--- config.mk ---
export PLATFORM = sky130hd
export DESIGN_NAME = noc_inj_arb_flat
export DESIGN_NICKNAME = d
export VERILOG_FILES = /design/src/rtl/noc_pkg.sv /design/src/rtl/noc_inj_arb_if.sv /design/src/rtl/noc_skid2.sv /design/src/rtl/noc_inj_arb.sv /design/src/flat_wrapper.sv
export SDC_FILE = /design/constraint.sdc
export NUM_CORES = 1
export LEC_CHECK = 0
export ABC_AREA = 1
export BUFFER_PORTS_ARGS = -buffer_cell sky130_fd_sc_hd__buf_2
export CORE_MARGIN = 5
export CORE_UTILIZATION = 52
export DETAILED_ROUTE_END_ITERATION = 10
export PLACE_DENSITY = 0.88
export SYNTH_ARGS = -nofsm -noshare
export SYNTH_HDL_FRONTEND = slang
export SYNTH_SLANG_ARGS = --single-unit
--- constraint.sdc ---
create_clock -name clk -period 8.4 [get_ports clk]
set_clock_uncertainty 0.05 [all_clocks]
set_input_delay 0.42 -clock clk [delete_from_list [all_inputs] [get_ports clk]]
set_output_delay 0.42 -clock clk [all_outputs]
set_load 0.005 [all_outputs]
--- src/rtl/noc_pkg.sv ---
// noc_pkg: shared types and arbitration helpers for the butterfly-fat-tree NoC
package noc_pkg;
    localparam int NOC_N = 8;
    localparam int NOC_A_W = $clog2(NOC_N) + 1;
    localparam int NOC_D_W = 32;
    localparam int MAX_K = 32;

    typedef enum logic {IDLE, LOCKED} state_t;

    typedef struct packed {
        logic [NOC_A_W-1:0] addr;
        logic [NOC_D_W-1:0] data;
    } flit_t;

    // First set bit of req[n-1:0] scanning circularly upward from ptr; 0 if none.
    function automatic logic [4:0] rr_pick(input logic [MAX_K-1:0] req, input logic [4:0] ptr, input int n);
        logic [4:0] r;
        logic [4:0] j;
        r = '0;
        for (int i = MAX_K - 1; i >= 0; i--) begin
            j = 5'((int'(ptr) + i) % n);
            if (i < n && req[j]) r = j;
        end
        return r;
    endfunction
endpackage

--- src/rtl/noc_inj_arb_if.sv ---
// noc_inj_arb_if: requester-side and NoC-side flit handshake bundle
interface noc_inj_arb_if import noc_pkg::*; #(
    parameter int K = 4,
    parameter int A_W = NOC_A_W,
    parameter int D_W = NOC_D_W
);
    logic [K-1:0] req_v;
    logic [K-1:0] req_last;
    logic [K*A_W-1:0] req_addr;
    logic [K*D_W-1:0] req_data;
    logic [K-1:0] req_bp;
    logic o_v;
    logic [A_W-1:0] o_addr;
    logic [D_W-1:0] o_data;
    logic o_bp;

    modport master(output req_v, req_last, req_addr, req_data, o_bp, input req_bp, o_v, o_addr, o_data);
    modport slave(input req_v, req_last, req_addr, req_data, o_bp, output req_bp, o_v, o_addr, o_data);
endinterface

--- src/rtl/noc_skid2.sv ---
// noc_skid2: 2-entry skid FIFO; in_rdy depends only on registers, never on out_bp
module noc_skid2 #(
    parameter int W = 36
) (
    input  logic clk,
    input  logic rst,
    input  logic ce,
    input  logic in_v,
    output logic in_rdy,
    input  logic [W-1:0] in_flit,
    output logic out_v,
    input  logic out_bp,
    output logic [W-1:0] out_flit,
    output logic [1:0] count
);
    logic [W-1:0] e0, e1;
    logic push, pop;

    always_comb begin
        in_rdy = ce & (count != 2'd2);
        out_v = ce & (count != 2'd0);
        push = in_v & in_rdy;
        pop = out_v & ~out_bp;
        out_flit = e0;
    end

    always_ff @(posedge clk)
        if (rst) count <= '0;
        else count <= count + {1'b0, push} - {1'b0, pop};

    // Push+pop together only happens at count 1, so the new flit goes straight to the head.
    always_ff @(posedge clk) begin
        if (pop) e0 <= push ? in_flit : e1;
        else if (push && count == 2'd0) e0 <= in_flit;
        if (push && !pop) e1 <= in_flit;
    end
endmodule

--- src/rtl/noc_inj_arb.sv ---
// noc_inj_arb: packet-granular round-robin injection arbiter for K local requesters
// sharing one leaf injection port, output registered through a 2-entry skid buffer.
module noc_inj_arb import noc_pkg::*; #(
    parameter int N = NOC_N,
    parameter int A_W = $clog2(N) + 1,
    parameter int D_W = 32,
    parameter int K = 4,
    parameter int P_W = (K > 1) ? $clog2(K) : 1
) (
    input  logic clk,
    input  logic rst,
    input  logic ce,
    noc_inj_arb_if.slave bus,
    output logic busy
);
    typedef struct packed {
        logic [A_W-1:0] addr;
        logic [D_W-1:0] data;
    } flit_l;

    state_t state;
    logic [P_W-1:0] rr_ptr, owner, pick, g;
    logic skid_rdy, acc;
    logic [1:0] count;
    logic [K-1:0] gnt;
    flit_l in_flit, out_flit;

    // In IDLE the pick lands on an invalid requester only when nobody is valid.
    always_comb begin
        pick = P_W'(rr_pick(MAX_K'(bus.req_v), 5'(rr_ptr), K));
        g = (state == LOCKED) ? owner : pick;
        acc = bus.req_v[g] & skid_rdy & ~rst;
        gnt = acc ? (K'(1) << g) : '0;
        in_flit = '{addr: bus.req_addr[g*A_W +: A_W], data: bus.req_data[g*D_W +: D_W]};
        bus.req_bp = bus.req_v & ~gnt;
        bus.o_addr = out_flit.addr;
        bus.o_data = out_flit.data;
        busy = (state == LOCKED) | (count != 2'd0);
    end

    // In LOCKED g is the owner, so one update rule covers both states.
    always_ff @(posedge clk)
        if (rst) begin
            state <= IDLE;
            rr_ptr <= '0;
            owner <= '0;
        end else if (acc) begin
            if (bus.req_last[g]) begin
                state <= IDLE;
                rr_ptr <= (g == P_W'(K - 1)) ? '0 : g + P_W'(1);
            end else begin
                state <= LOCKED;
                owner <= g;
            end
        end

    noc_skid2 #(.W(A_W + D_W)) skid (
        .clk(clk),
        .rst(rst),
        .ce(ce),
        .in_v(acc),
        .in_rdy(skid_rdy),
        .in_flit(in_flit),
        .out_v(bus.o_v),
        .out_bp(bus.o_bp),
        .out_flit(out_flit),
        .count(count)
    );
endmodule

--- src/flat_wrapper.sv ---
// flat-port wrapper written by rule: the top's interface ports become plain ports
module noc_inj_arb_flat import noc_pkg::*;
#(
    parameter int N = NOC_N,
    parameter int A_W = $clog2(N) + 1,
    parameter int D_W = 32,
    parameter int K = 4,
    parameter int P_W = (K > 1) ? $clog2(K) : 1
)
  (clk, rst, ce, busy, bus_req_v, bus_req_last, bus_req_addr, bus_req_data, bus_o_bp, bus_req_bp, bus_o_v, bus_o_addr, bus_o_data);
  noc_inj_arb_if #(.K(K), .A_W(A_W), .D_W(D_W)) bus_i ();
  input  logic clk;
  input  logic rst;
  input  logic ce;
  output logic busy;
  input wire logic [$bits(bus_i.req_v)-1:0] bus_req_v;
  input wire logic [$bits(bus_i.req_last)-1:0] bus_req_last;
  input wire logic [$bits(bus_i.req_addr)-1:0] bus_req_addr;
  input wire logic [$bits(bus_i.req_data)-1:0] bus_req_data;
  input wire logic [$bits(bus_i.o_bp)-1:0] bus_o_bp;
  output wire logic [$bits(bus_i.req_bp)-1:0] bus_req_bp;
  output wire logic [$bits(bus_i.o_v)-1:0] bus_o_v;
  output wire logic [$bits(bus_i.o_addr)-1:0] bus_o_addr;
  output wire logic [$bits(bus_i.o_data)-1:0] bus_o_data;
  assign bus_i.req_v = bus_req_v;
  assign bus_i.req_last = bus_req_last;
  assign bus_i.req_addr = bus_req_addr;
  assign bus_i.req_data = bus_req_data;
  assign bus_i.o_bp = bus_o_bp;
  assign bus_req_bp = bus_i.req_bp;
  assign bus_o_v = bus_i.o_v;
  assign bus_o_addr = bus_i.o_addr;
  assign bus_o_data = bus_i.o_data;
  noc_inj_arb #(.N(N), .A_W(A_W), .D_W(D_W), .K(K), .P_W(P_W)) u_core (.clk(clk), .rst(rst), .ce(ce), .bus(bus_i), .busy(busy));
endmodule
-- Word-level counts from Yosys, hierarchy flattened
Cells that the tools add are included.
- add/sub/neg operators: 6
- order comparisons: 5
- eq/ne operators: 2
- shifts and indexed selects: 3
- muxes and demuxes: 23
- bitwise operators: 15
- reductions and logical operators: 11
- operators by type and width (cell ; count):
    indexed part select 128 x 8 -> 32 bit ; 1
    2-to-1 mux 36 bit ; 3
    less-than comparator 5 x 6 -> 1 bit, second input constant ; 3
    indexed part select 16 x 5 -> 4 bit ; 1
    2-to-1 mux 2 bit ; 6
    binary-select mux 1 bit (select 3 bit) ; 3
    2-to-1 mux 1 bit ; 7
    AND 1 bit ; 6
    binary-select mux 1 bit (select 2 bit) ; 3
    less-than comparator 2 x 6 -> 1 bit, second input constant ; 1
    OR reduction 2 bit ; 3
    adder 2 x 1 -> 2 bit, second input constant ; 2
    adder 2 bit, second input constant ; 2
    AND 4 bit ; 1
    2-to-1 mux 4 bit ; 1
    inverter 4 bit ; 1
    AND reduction 2 bit ; 2
    nonzero test 2 bit ; 2
    left shift 1 x 2 -> 4 bit, first input constant ; 1
    AND 1 bit, first input constant ; 3
    less-than comparator 2 x 3 -> 1 bit, second input constant ; 1
    inverter 1 bit ; 3
    adder 2 x 1 -> 2 bit ; 1
    == test 2 bit, second input constant ; 1
    6 further kinds ; 7
- bits in registers: 79
- bits of input ports: 156
- output and inout bits: 42
- logic and storage cells: 71

-- Logic depth before layout (Yosys ltp)
Gate-level depths: netlist of the first run.
- word-level depth: 18
- gate-level depth with buffers: 21
- gate-level depth less buffers: 19

-- Modules after synthesis
From an unflattened synthesis of the first run, not the netlist that was laid out.
- cell total of the unflattened synthesis: 548
- area, all modules: 4623.2 sq um
- by module, submodules not included (module ; times used ; cells each ; area each (sq um) ; seq. area each (sq um)):
    noc_skid2 ; 1 ; 219 ; 2901.5 ; 2202.1
    noc_inj_arb ; 1 ; 329 ; 1721.7 ; 100.1

-- Least setup slack after synthesis of the first run
OpenSTA, ideal clock, no wires.
- path type: input port to flip-flop
- start: input port bus_req_v[2]
- end: register u_core.skid.e1[0], enable pin
- arrival time: 3.097 ns
- data required time: 7.921 ns
- setup slack: 4.824 ns
- stages on the path: 15
- buffers on the path: 1
- path through: inv_1 o21ai_1 nand2_1 nand2_1 inv_1 nand2_1 nand2_2 nand3_4 nand2_4 nand2_1 nand3_1 nand2_2 nand2_4 buf_2 nor2_1
- longest elaborated chain between the ends: 13
- elaborated cells on any way between the ends: 19
- RTL lines (element ; RTL line ; source):
    start, declared ; flat_wrapper.sv:16 ; input wire logic [$bits(bus_i.req_v)-1:0] bus_req_v;
    binary-select mux 1 bit (select 3 bit) ; noc_pkg.sv:22 ; if (i < n && req[j]) r = j;
    2-to-1 mux 1 bit (implied by the code) ; noc_pkg.sv:22 ;
    2-to-1 mux 2 bit (4 in a row) ; noc_pkg.sv:22 ;
    2-to-1 mux 2 bit ; noc_inj_arb.sv:31 ; g = (state == LOCKED) ? owner : pick;
    binary-select mux 1 bit (select 2 bit) * ; noc_inj_arb.sv:32 ; acc = bus.req_v[g] & skid_rdy & ~rst;
    2-to-1 mux 1 bit (implied by the code) * ; noc_inj_arb.sv:32 ;
    AND 1 bit * (2 in a row) ; noc_inj_arb.sv:32 ;
    AND 1 bit * ; noc_skid2.sv:22 ; push = in_v & in_rdy;
    logical AND 1 bit * ; noc_skid2.sv:35 ; if (push && !pop) e1 <= in_flit;
    end signal, assigned ; noc_skid2.sv:35 ;
    end, declared ; noc_skid2.sv:16 ; logic [W-1:0] e0, e1;
Mark *: on every way between the ends. The rest lies on a longest branch, timed or not. The select of a mux whose other input is x is not followed.
A chain may end at the register's enable or synchronous reset.

-- Final worst setup path of the first run
- start: register u_core.rr_ptr[0]
- end: register u_core.skid.e1[5], enable pin
- longest elaborated chain between the ends: 16
- elaborated cells on any way between the ends: 28
- RTL lines (element ; RTL line ; source):
    start, declared ; noc_inj_arb.sv:22 ; logic [P_W-1:0] rr_ptr, owner, pick, g;
    start signal, assigned ; noc_inj_arb.sv:50 ; rr_ptr <= (g == P_W'(K - 1)) ? '0 : g + P_W'(1);
    adder 2 bit ; noc_pkg.sv:21 ; j = 5'((int'(ptr) + i) % n);
    OR reduction 2 bit (no line) ; -- ;
    AND 1 bit (no line) ; -- ;
    binary-select mux 1 bit (select 3 bit) ; noc_pkg.sv:22 ;
    2-to-1 mux 1 bit (implied by the code) ; noc_pkg.sv:22 ;
    2-to-1 mux 2 bit (3 in a row) ; noc_pkg.sv:22 ;
    2-to-1 mux 2 bit * ; noc_pkg.sv:22 ;
    2-to-1 mux 2 bit * ; noc_inj_arb.sv:31 ;
    binary-select mux 1 bit (select 2 bit) * ; noc_inj_arb.sv:32 ;
    2-to-1 mux 1 bit (implied by the code) * ; noc_inj_arb.sv:32 ;
    AND 1 bit * (2 in a row) ; noc_inj_arb.sv:32 ;
    AND 1 bit * ; noc_skid2.sv:22 ;
    logical AND 1 bit * ; noc_skid2.sv:35 ;
Marked as above.

==> results of run 1 <==
-- worst register-to-register path, cell delays in order (launching register included) --
cell and delay (ns):
dfxtp_1 0.52, inv_1 0.15, nand2_1 0.11, nand2_1 0.05, nand2_1 0.10, nand2_1 0.06
nor2_1 0.08, nand2_1 0.05, nand2_1 0.10, o21ai_4 0.30, inv_2 0.66, nand3_1 0.19
nand2_2 0.25, nand2_4 0.32, nor2_4 0.88
-- synth_stat cells --
cell and instances:
nand3_1 59, nand3_2 2, nand4_1 5, o21ai_1 10
o22ai_2 1, nor3_1 1, buf_4 9, o21ai_0 65
and2_4 1, a21oi_1 4, a211oi_1 1, inv_2 3
a31o_2 1, dfxtp_1 7, o22ai_1 35, o21ai_2 1
nand2_4 3, xor2_1 1, inv_1 27, nand2_1 113
buf_6 10, edfxtp_1 72, ha_1 6, clkbuf_1 14
nand2_2 2, nor2_1 81, buf_2 5, nand3_4 1
-- metal layers --
| metal | wire, um | global-route usage (%) | part of all wire, % |
|---|---|---|---|
| met2 | 6530 | 40.1 | 49 |
| met5 | 0 | 0 | 0 |
| met4 | 171 | 6.11 | 1.3 |
| met1 | 5190 | 28.3 | 39 |
| met3 | 1370 | 7.46 | 10 |
-- worst min path at each step --
stage | start | endpoint | slack (ns) | depth (start not counted)
floorplan | u_core.skid.count[1] | u_core.skid.count[1] | 0.39 | 1
global placement | u_core.skid.count[1] | u_core.skid.count[1] | 0.41 | 1
global route | rst | u_core.skid.count[0] | 0.24 | 2
finish | rst | u_core.skid.count[0] | 0.24 | 2
CTS | rst | u_core.skid.count[0] | 0.22 | 2
detailed placement | u_core.skid.count[1] | u_core.skid.count[1] | 0.44 | 1
-- through the flow --
step,hold slack [ns],cells,utilization (%)
after CTS,0.218,826,65.9
final,0.236,826,65.9
after floorplan,0.393,540,-
after detailed placement,0.443,810,63.3
after global placement,0.406,810,63.3
after global routing,0.237,826,65.9
-- flip-flops by register name (all words and copies together) (netlist names) --
signal	flops
u_core.skid.e1	36
u_core.skid.count	2
u_core.skid.out_flit	36
u_core.state	1
u_core.owner	2
u_core.rr_ptr	2
-- cells in the final DEF (no fill, tap or decap), types with 3 or more instances in the layout --
cell      netlist  routed
a21oi_1         4       4
nand3_1        59      59
o21ai_1        10      10
o22ai_1        35      35
inv_2           3       3
inv_1          27      27
buf_4           9       3
nand2_1       113     113
ha_1            6       6
buf_2           5     197
edfxtp_1       72      72
nand4_1         5       5
nor2_1         81      80
dfxtp_1         7       7
o21ai_0        65      65
nand2_4         3       3
clkbuf_8        0       9
-- cell families (layout without fill, tap and decap cells) --
| logic type | after synthesis | count (layout) | synth area share, % |
|---|---|---|---|
| adders and majority gates | 6 | 6 | 1.65 |
| xor gates and xnor gates | 1 | 1 | 0.192 |
| AOI/OAI and AO/OA | 118 | 118 | 14.3 |
| DFF | 79 | 79 | 50.5 |
| and+or+nand+nor | 268 | 268 | 25.3 |
| buffers and inverters | 68 | 246 | 8.12 |
-- power by group through the flow --
stage | Combinational (uW) | Clock [uW] | Sequential, uW
after detailed placement | 757 | 0 | 643
final | 760 | 317 | 634
after global placement | 721 | 0 | 638
after floorplan | 566 | 0 | 643
after global routing | 858 | 338 | 642
after CTS | 761 | 322 | 634
-- area by class of cell --
| class | instances | area (um2) | area share [%] |
|---|---|---|---|
| timing repair buffer | 200 | 1010 | 17.7 |
| clock inverter | 7 | 104 | 1.82 |
| sequential | 79 | 2300 | 40.4 |
| multi-input combinational | 393 | 1910 | 33.5 |
| tap | 108 | 135 | 2.37 |
| inverter | 30 | 113 | 1.98 |
| clock buffer | 9 | 124 | 2.18 |
==> results.sh, run 1 <==
export IMPL_cp_end_kind="flop"
export IMPL_design_area_um2=5690
export IMPL_nets=875
export IMPL_fmax_mhz=235
export IMPL_power_density_nw_per_um2=301
export IMPL_wire_per_inst_um=16.1
export IMPL_setup_viol=0
export IMPL_rows=34
export IMPL_numPortBuffers=197
export IMPL_synth_net_count=702
export IMPL_antenna_found_initial=0
export IMPL_grt_overflow_total=0
export IMPL_cts_setup_buffers=0
export IMPL_antenna_cells=0
export IMPL_vias=4610
export IMPL_path_buf_inv=2
export IMPL_die_h_um=104
export IMPL_place_worst_setup_slack_ns=4.15
export IMPL_dp_hpwl_mm=9.37
export IMPL_intPower_uw=1010
export IMPL_fin_crit_sh_pct=50.7
export IMPL_cpPeakStageDelay_ns=0.88
export IMPL_cp_slowest_cell="nor2_4"
export IMPL_die_w_um=104
export IMPL_combPwrFrac_pct=44.4
export IMPL_synth_seq_cells=79
export IMPL_synth_area_leaders="edfxtp_1 (47%), nand2_1 (9.3%), o21ai_0 (7.1%)"
export IMPL_clk_latency_ns=0.35
export IMPL_critPathCapture="u_core.skid.e1[5]"
export IMPL_start_util_pct=52.8
export IMPL_critPathRequiredTime_ns=8.31
export IMPL_drc=0
export IMPL_layout_setup_ws_ns=4.14
export IMPL_cts_tree="done"
export IMPL_hold_class="in -> reg"
export IMPL_ctsResizeCount=0
export IMPL_startpoint="u_core.rr_ptr[0]"
export IMPL_numCtsBuffers=9
export IMPL_swShare_pct=40.8
export IMPL_antenna_left=0
export IMPL_clkPwrFrac_pct=18.5
export IMPL_gp_routability_congestion=0.861
export IMPL_grt_pass1_wl_mm=21.1
export IMPL_routed_wl_mm=13.3
export IMPL_worstMarginPinSlew_ns=1.09
export IMPL_p_leak_uw=0.00261
export IMPL_reg2reg_depth=14
export IMPL_syn_area_per_cell_um2=8.45
export IMPL_clock_path_buffers=2
export IMPL_layout_drive_gt1_share_pct=32.5
export IMPL_track_usage_pct=23.3
export IMPL_area_growth_pct=24.9
export IMPL_drtPass1Iterations=5
export IMPL_slew_headroom_pct=27.2
export IMPL_final_min_clock_period_ns=4.26
export IMPL_hold_buffers=0
export IMPL_yosysWarnings=0
export IMPL_viasPerCell=5.58
export IMPL_placed_area_um2=5470
export IMPL_grt_pass1_vias=4489
export IMPL_core_area_um2=8640
export IMPL_critPathKind="reg -> reg"
export IMPL_rrSetupSlack_ns=4.14
export IMPL_path_depth=14
export IMPL_clkSinkCount=79
export IMPL_grt_max_degree=83
export IMPL_htree_levels=3
export IMPL_r2r_end="u_core.skid.e1[5]"
export IMPL_ioPinCount=198
export IMPL_power_net_switching_uw=698
export IMPL_drtIter0Drc=267
export IMPL_clock_root_buffer="clkbuf_8"
export IMPL_path_cells="inv_1 -> nand2_1 -> nand2_1 -> nand2_1 -> nand2_1 -> nor2_1 -> nand2_1 -> nand2_1 -> o21ai_4 -> inv_2 -> nand3_1 -> nand2_2 -> nand2_4 -> nor2_4"
export IMPL_slew_violations=0
export IMPL_maxCapViolCount=0
export IMPL_yosysUniqueCellTypes=28
export IMPL_synth_seq_area_share_pct=50.5
export IMPL_fillers=731
export IMPL_crit_top_cell="nand2_1"
export IMPL_path_clk_slew_ns=0.08
export IMPL_synthesis_area_um2=4560
export IMPL_vdd_ir_drop_max_mv=0.243
export IMPL_netlist_area_leader_share_pct=47.4
export IMPL_grt_setup_unrepaired="no"
export IMPL_synth_cells=540
export IMPL_fin_tns_setup_ns=0
export IMPL_die_area_um2=10700
export IMPL_rr_startpoint="u_core.rr_ptr[0]"
export IMPL_status="finished clean"
export IMPL_worst_ep_arrival_time_ns=4.18
export IMPL_synth_top_area_cell="edfxtp_1"
export IMPL_path_max_fanout=42
export IMPL_worst_path_dominant_cell_family="simple AND/OR/NAND/NOR gates"
export IMPL_critPathLaunchType="flop"
export IMPL_p_seq_share_pct=37.1
export IMPL_total_power_uw=1710
export IMPL_finalHoldViolCount=0
Note: power is estimated with default switching activity, not from simulation.
==> run 2: changes to the inputs <==
--- a/config.mk
+++ b/config.mk
@@ -8,9 +8,9 @@
 export ABC_AREA = 1
 export BUFFER_PORTS_ARGS = -buffer_cell sky130_fd_sc_hd__buf_2
 export CORE_MARGIN = 5
-export CORE_UTILIZATION = 52
+export CORE_UTILIZATION = 44
 export DETAILED_ROUTE_END_ITERATION = 10
-export PLACE_DENSITY = 0.88
+export PLACE_DENSITY = 0.8
 export SYNTH_ARGS = -nofsm -noshare
 export SYNTH_HDL_FRONTEND = slang
 export SYNTH_SLANG_ARGS = --single-unit
==> constraint.sdc (replaced) <==
create_clock -name clk -period 3.59 [get_ports clk]
set_clock_uncertainty 0.05 [all_clocks]
set_input_delay 0.1795 -clock clk [delete_from_list [all_inputs] [get_ports clk]]
set_output_delay 0.1795 -clock clk [all_outputs]
set_load 0.005 [all_outputs]
==> run 2 against run 1 <==
Net effect: utilization is 9.5 points lower; global-route usage is 3.1 points lower; worst hold slack worse by 0.013 ns; register-to-register slack worse by 3.8 ns; critical path type unchanged.
==> results.sh, run 2 (synthesized netlist as in run 1, its figures left out) <==
export IMPL_wire_per_inst_um=15.4
export IMPL_status="finished clean"
export IMPL_drtIter0Drc=320
export IMPL_fillers=921
export IMPL_fin_crit_sh_pct=90.4
export IMPL_drtPass1Iterations=5
export IMPL_vdd_ir_drop_max_mv=0.345
export IMPL_start_util_pct=44.6
export IMPL_gp_routability_congestion=0.966
export IMPL_viasPerCell=5.32
export IMPL_maxCapViolCount=0
export IMPL_layout_commonest_cell="buf_2"
export IMPL_path_buf_inv=2
export IMPL_clock_root_buffer="clkbuf_8"
export IMPL_critPathLaunchType="flop"
export IMPL_numCtsBuffers=9
export IMPL_critPathRequiredTime_ns=3.77
export IMPL_crit_top_cell="nand2_1"
export IMPL_drc=0
export IMPL_slew_headroom_pct=62.3
export IMPL_antenna_found_initial=0
export IMPL_vias=4593
export IMPL_path_depth=19
export IMPL_cts_tree="done"
export IMPL_ioPinCount=198
export IMPL_final_cell_mix="buf_2 (197), nand2_1 (113), nor2_1 (80)"
export IMPL_grt_pass1_wl_mm=20.9
export IMPL_nets=885
export IMPL_grt_overflow_total=0
export IMPL_grt_pass1_vias=4549
export IMPL_clkSinkCount=79
export IMPL_p_leak_uw=0.00265
export IMPL_fin_hold_ws_ns=0.223
export IMPL_track_usage_pct=20.3
export IMPL_htree_levels=3
export IMPL_min_delay_path_depth=3
export IMPL_layout_drive_gt1_share_pct=33.1
export IMPL_routed_wl_mm=13.3
export IMPL_worst_ep_arrival_time_ns=3.42
export IMPL_antenna_left=0
export IMPL_ff_latch_area_um2=2300
export IMPL_setup_viol=0
export IMPL_worstMarginPinSlew_ns=0.565
export IMPL_path_cells="inv_1 -> nand2_1 -> nand2_1 -> nand2_1 -> nand3_2 -> nand2_1 -> nand2_2 -> nand3_4 -> nand2_4 -> nand2_1 -> nand3_1 -> nand2_2 -> nand2_4 -> ha_1 -> inv_1 -> ha_1 -> xor2_1 -> o21ai_0 -> a21oi_1"
export IMPL_path_clk_slew_ns=0.08
export IMPL_antenna_cells=0
export IMPL_fin_tns_setup_ns=0
export IMPL_rows=37
export IMPL_final_min_clock_period_ns=3.24
export IMPL_clk_latency_ns=0.34
export IMPL_worst_path_dominant_cell_family="simple AND/OR/NAND/NOR gates"
export IMPL_grt_max_degree=61
export IMPL_path_max_fanout=23
export IMPL_fmax_mhz=308
export IMPL_finalHoldViolCount=0
export IMPL_hold_class="in -> reg"
export IMPL_area_growth_pct=26.6
export IMPL_reg2reg_depth=19
export IMPL_slew_violations=0
export IMPL_dp_hpwl_mm=9.70
export IMPL_numPortBuffers=197
export IMPL_clock_path_buffers=2
export IMPL_grt_setup_unrepaired="no"
export IMPL_cpPeakStageDelay_ns=0.54
export IMPL_critPathKind="reg -> reg"
export IMPL_die_area_um2=12500
export IMPL_cp_slowest_cell="dfxtp_1"
export IMPL_cp_end_kind="flop"
export IMPL_multi_input_comb_area_um2=1920
export IMPL_power_density_nw_per_um2=681
export IMPL_die_h_um=112
export IMPL_die_w_um=112
export IMPL_core_area_um2=10200
## run 2: cell count changes in the layout (fill, tap and decap cells not counted)
| cell | before | now |
|---|---|---|
| nand2_8 | 0 | 1 |
| clkinv_4 | 1 | 2 |
| nand2_4 | 3 | 2 |
| inv_6 | 1 | 0 |
| clkinv_2 | 0 | 3 |
| bufinv_16 | 2 | 1 |
| inv_8 | 1 | 0 |
| dlygate4sd3_1 | 0 | 1 |
| clkinvlp_4 | 2 | 0 |
| buf_4 | 3 | 12 |
## run 2: layer usage
layer  vias up  part of all wire [%]  global-route usage [%]
met3        23                   8.7                    5.49
met2       251                    49                    36.5
met5         -                     0                       0
met4         0                   2.0                    6.16
li1       2231                     -                       -
met1      2088                    40                    23.4
## run 2: power by group
group          internal (uW)  switching [uW]  leakage (uW)
clock                    316             310     0.0000988
sequential              1410            68.9      0.000719
combinational            594            1230       0.00184
total                   2320            1610       0.00265
## run 2: layout make-up
class	instances	share of cell area, %
sequential	79	39.9
multi-input combinational	393	33.2
timing repair buffer	210	18.8
tap	136	2.95
clock buffer	9	2.15
inverter	30	1.95
clock inverter	6	1.08
## run 2: stage by stage
step | cell area [um2] | util [%] | std cells | worst slack, ns | total power [uW]
final | 5770 | 56.4 | 863 | 0.346 | 3930
after detailed placement | 5570 | 54.4 | 847 | 0.336 | 3320
after global placement | 5570 | 54.4 | 847 | 0.570 | 3220
after global routing | 5770 | 56.4 | 863 | 0.0623 | 4220
after CTS | 5770 | 56.4 | 863 | 0.325 | 3940
after floorplan | 4560 | - | 540 | 0.0338 | 2830
## run 2: repair_timing
action                                  in CTS  in global routing
endpoints found under the setup margin       0                  9
setup buffers                                0                  0
endpoints found under the hold margin        2                  0
gates resized for setup                      0                  1
hold buffers                                 1                  0
## run 2: final timing paths
path	start	end	slack, ns
worst max-delay path	u_core.rr_ptr[0]	u_core.skid.count[1]	0.35
worst min-delay path	bus_req_data[59]	u_core.skid.e1[27]	0.22
worst max register to register	u_core.rr_ptr[0]	u_core.skid.count[1]	0.35
worst min register to register	u_core.skid.count[1]	u_core.skid.count[1]	0.44
## run 2: worst register-to-register path, cell delays in order (launching register included)
cell and delay [ns]:
dfxtp_1 0.54, inv_1 0.17, nand2_1 0.13, nand2_1 0.07
nand2_1 0.11, nand3_2 0.11, nand2_1 0.10, nand2_2 0.07
nand3_4 0.12, nand2_4 0.16, nand2_1 0.10, nand3_1 0.08
nand2_2 0.23, nand2_4 0.21, ha_1 0.34, inv_1 0.04
ha_1 0.18, xor2_1 0.15, o21ai_0 0.14, a21oi_1 0.05
==> run 3: changes to the inputs <==
--- a/config.mk
+++ b/config.mk
@@ -5,12 +5,12 @@
 export SDC_FILE = /design/constraint.sdc
 export NUM_CORES = 1
 export LEC_CHECK = 0
-export ABC_AREA = 1
+export ABC_AREA = 0
 export BUFFER_PORTS_ARGS = -buffer_cell sky130_fd_sc_hd__buf_2
 export CORE_MARGIN = 5
-export CORE_UTILIZATION = 44
+export CORE_UTILIZATION = 30
 export DETAILED_ROUTE_END_ITERATION = 10
-export PLACE_DENSITY = 0.8
+export PLACE_DENSITY = 0.59
 export SYNTH_ARGS = -nofsm -noshare
 export SYNTH_HDL_FRONTEND = slang
 export SYNTH_SLANG_ARGS = --single-unit
==> run 3 against run 2 <==
Net effect: clock-buffer cell count stayed put; sequential share of layout area is 2.5 points lower; non-clock buffer count is 7 lower; maximum frequency is 4.1% higher; utilization is 16 points lower; critical path depth is 10 lower; register-to-register slack better by 0.13 ns; synthesized area is 0.93% higher; power is 23% lower; highest routed layer unchanged; cell count is 17% lower; first-iteration DRC count is 75% lower.
==> results.sh, run 3 <==
export IMPL_synthesis_area_um2=4600
export IMPL_hold_buffers=0
export IMPL_nets=681
export IMPL_fillers=1435
export IMPL_clk_latency_ns=0.33
export IMPL_synth_seq_cells=79
export IMPL_syn_area_per_cell_um2=14.3
export IMPL_antenna_cells=0
export IMPL_antenna_left=0
export IMPL_synth_cells=321
export IMPL_clkSinkCount=79
export IMPL_critPathKind="reg -> reg"
export IMPL_grt_pass1_vias=3543
export IMPL_final_cell_mix="buf_2 (197), mux2i_1 (108), edfxtp_1 (72)"
export IMPL_hold_class="in -> reg"
export IMPL_synth_flop_cell="edfxtp_1"
export IMPL_netlist_area_leader_share_pct=47.0
export IMPL_finalHoldViolCount=0
export IMPL_clkPwrFrac_pct=34.6
export IMPL_htree_levels=3
export IMPL_worst_ep_arrival_time_ns=3.14
export IMPL_die_area_um2=17900
export IMPL_fmax_mhz=321
export IMPL_critPathRequiredTime_ns=3.62
export IMPL_yosysUniqueCellTypes=45
export IMPL_grt_util_met2_pct=21.6
export IMPL_vias=3315
export IMPL_power_net_switching_uw=768
export IMPL_fin_hold_ws_ns=0.0745
export IMPL_layout_setup_ws_ns=0.473
export IMPL_async_reset_ff_share_pct=0
export IMPL_worstMarginPinSlew_ns=0.546
export IMPL_slew_headroom_pct=63.2
export IMPL_numCtsBuffers=9
export IMPL_fin_crit_sh_pct=86.8
export IMPL_busiest_layer="met2"
export IMPL_numPortBuffers=197
export IMPL_path_clk_slew_ns=0.06
export IMPL_synth_top_area_cell="edfxtp_1"
export IMPL_critPathLaunchType="flop"
export IMPL_cts_setup_buffers=0
export IMPL_core_area_um2=15100
export IMPL_slew_violations=0
export IMPL_synth_seq_area_share_pct=50.0
export IMPL_synthTopCellsByCount="mux2i_1 (108), edfxtp_1 (72), mux2_4 (30), buf_4 (7), dfxtp_1 (7)"
export IMPL_start_util_pct=30.4
export IMPL_yosysMostFrequentCell="mux2i_1"
export IMPL_gp_routability_congestion=0.830
export IMPL_crit_top_cell="nor2b_1"
export IMPL_use_met1_pct=14.2
export IMPL_track_usage_pct=12.3
export IMPL_grt_pass1_wl_mm=17.8
export IMPL_drc=0
export IMPL_grt_setup_unrepaired="no"
export IMPL_swShare_pct=25.4
export IMPL_area_growth_pct=33.8
export IMPL_maxCapViolCount=0
export IMPL_path_max_fanout=21
export IMPL_path_cells="mux2i_2 -> o31ai_4 -> nor2b_1 -> nor2b_1 -> o311a_1 -> inv_4 -> nand2_4 -> buf_12 -> mux2_2"
export IMPL_layout_drive_gt1_share_pct=51.1
export IMPL_routed_wl_mm=11.2
export IMPL_setup_viol=0
export IMPL_final_min_clock_period_ns=3.12
export IMPL_p_seq_share_pct=39.8
export IMPL_synth_net_count=483
export IMPL_placed_area_um2=5820
export IMPL_cts_tree="done"
export IMPL_fin_tns_setup_ns=0
export IMPL_cp_slowest_cell="dfxtp_1"
export IMPL_drtIter0Drc=79
export IMPL_antenna_found_initial=0
export IMPL_dp_hpwl_mm=8.63
export IMPL_clock_path_buffers=2
export IMPL_grt_max_degree=75
export IMPL_intPower_uw=2250
export IMPL_yosysWarnings=0
export IMPL_cpPeakStageDelay_ns=0.59
export IMPL_synth_area_leaders="edfxtp_1 (47%), mux2i_1 (23%), mux2_4 (9.8%)"
export IMPL_die_w_um=134
export IMPL_viasPerCell=4.66
export IMPL_clock_root_buffer="clkbuf_16"
export IMPL_ctsResizeCount=0
export IMPL_vdd_ir_drop_max_mv=0.195
export IMPL_rows=45
export IMPL_status="finished clean"
export IMPL_p_leak_uw=0.00294
export IMPL_power_density_nw_per_um2=490
export IMPL_die_h_um=134
export IMPL_combPwrFrac_pct=25.6
export IMPL_layout_commonest_cell="buf_2"
export IMPL_place_worst_setup_slack_ns=0.481
export IMPL_synth_edff_count=72
export IMPL_total_power_uw=3020
export IMPL_design_area_um2=6160
export IMPL_wire_per_inst_um=15.7
export IMPL_grt_overflow_total=0
export IMPL_ioPinCount=198
export IMPL_drtPass1Iterations=4
export IMPL_met3_usage_pct=4.20
export IMPL_cp_end_kind="flop"
-- run 3: cell families (layout without fill, tap and decap cells) --
family / after synthesis / after routing / synth area share, %
AO/OA/AOI/OAI: 31 / 31 / 5.30
AND/OR/NAND/NOR: 35 / 35 / 4.35
adder cells (fa/ha/maj): 6 / 6 / 1.63
multiplexers: 145 / 145 / 35.0
flip-flops: 79 / 79 / 50.0
buffers and inverters: 23 / 226 / 3.29
XOR/XNOR: 2 / 2 / 0.381
-- run 3: stage by stage --
step | utilization, % | instances
final | 40.7 | 712
after global routing | 40.7 | 712
after CTS | 40.7 | 712
after detailed placement | 38.4 | 696
after global placement | 38.4 | 696
after floorplan | - | 321
-- run 3: power groups by stage --
stage,Clock [uW],Sequential [uW],Combinational [uW]
floorplan,0,1220,524
global placement,0,1220,774
detailed placement,0,1220,796
CTS,1080,1200,798
global route,1120,1210,855
finish,1040,1200,773
-- run 3: path summary, 6_finish.rpt --
check                   from  slack [ns]  depth (start not counted)                  endpoint
max             u_core.state        0.47                          9  u_core.skid.out_flit[35]
min reg2reg  u_core.owner[0]        0.46                          2           u_core.owner[0]
min                      rst        0.07                          2           u_core.owner[0]
max reg2reg     u_core.state        0.47                          9  u_core.skid.out_flit[35]
-- run 3: metal layers --
metal / routed length [um] / share of wire, %
met1: 4600 / 41
met4: 153 / 1.4
met5: 0 / 0
met2: 5570 / 50
met3: 864 / 7.7
-- run 3: area by class of cell --
class | instances | area [um2] | area share, %
flip-flops and latches | 79 | 2300 | 37.4
well taps | 188 | 235 | 3.82
clock inverters | 7 | 119 | 1.93
repair buffers | 203 | 1070 | 17.3
inverters | 7 | 28.8 | 0.467
clock buffers | 9 | 225 | 3.66
multi-input cells | 219 | 2180 | 35.4
-- run 3: worst max-delay path: cells and delay by family, from the launching register on --
kind,cells,cell delay (ns)
mux,2,0.70
flops,1,0.59
compound gates,2,0.58
simple gates,3,0.55
buf+inv,2,0.38
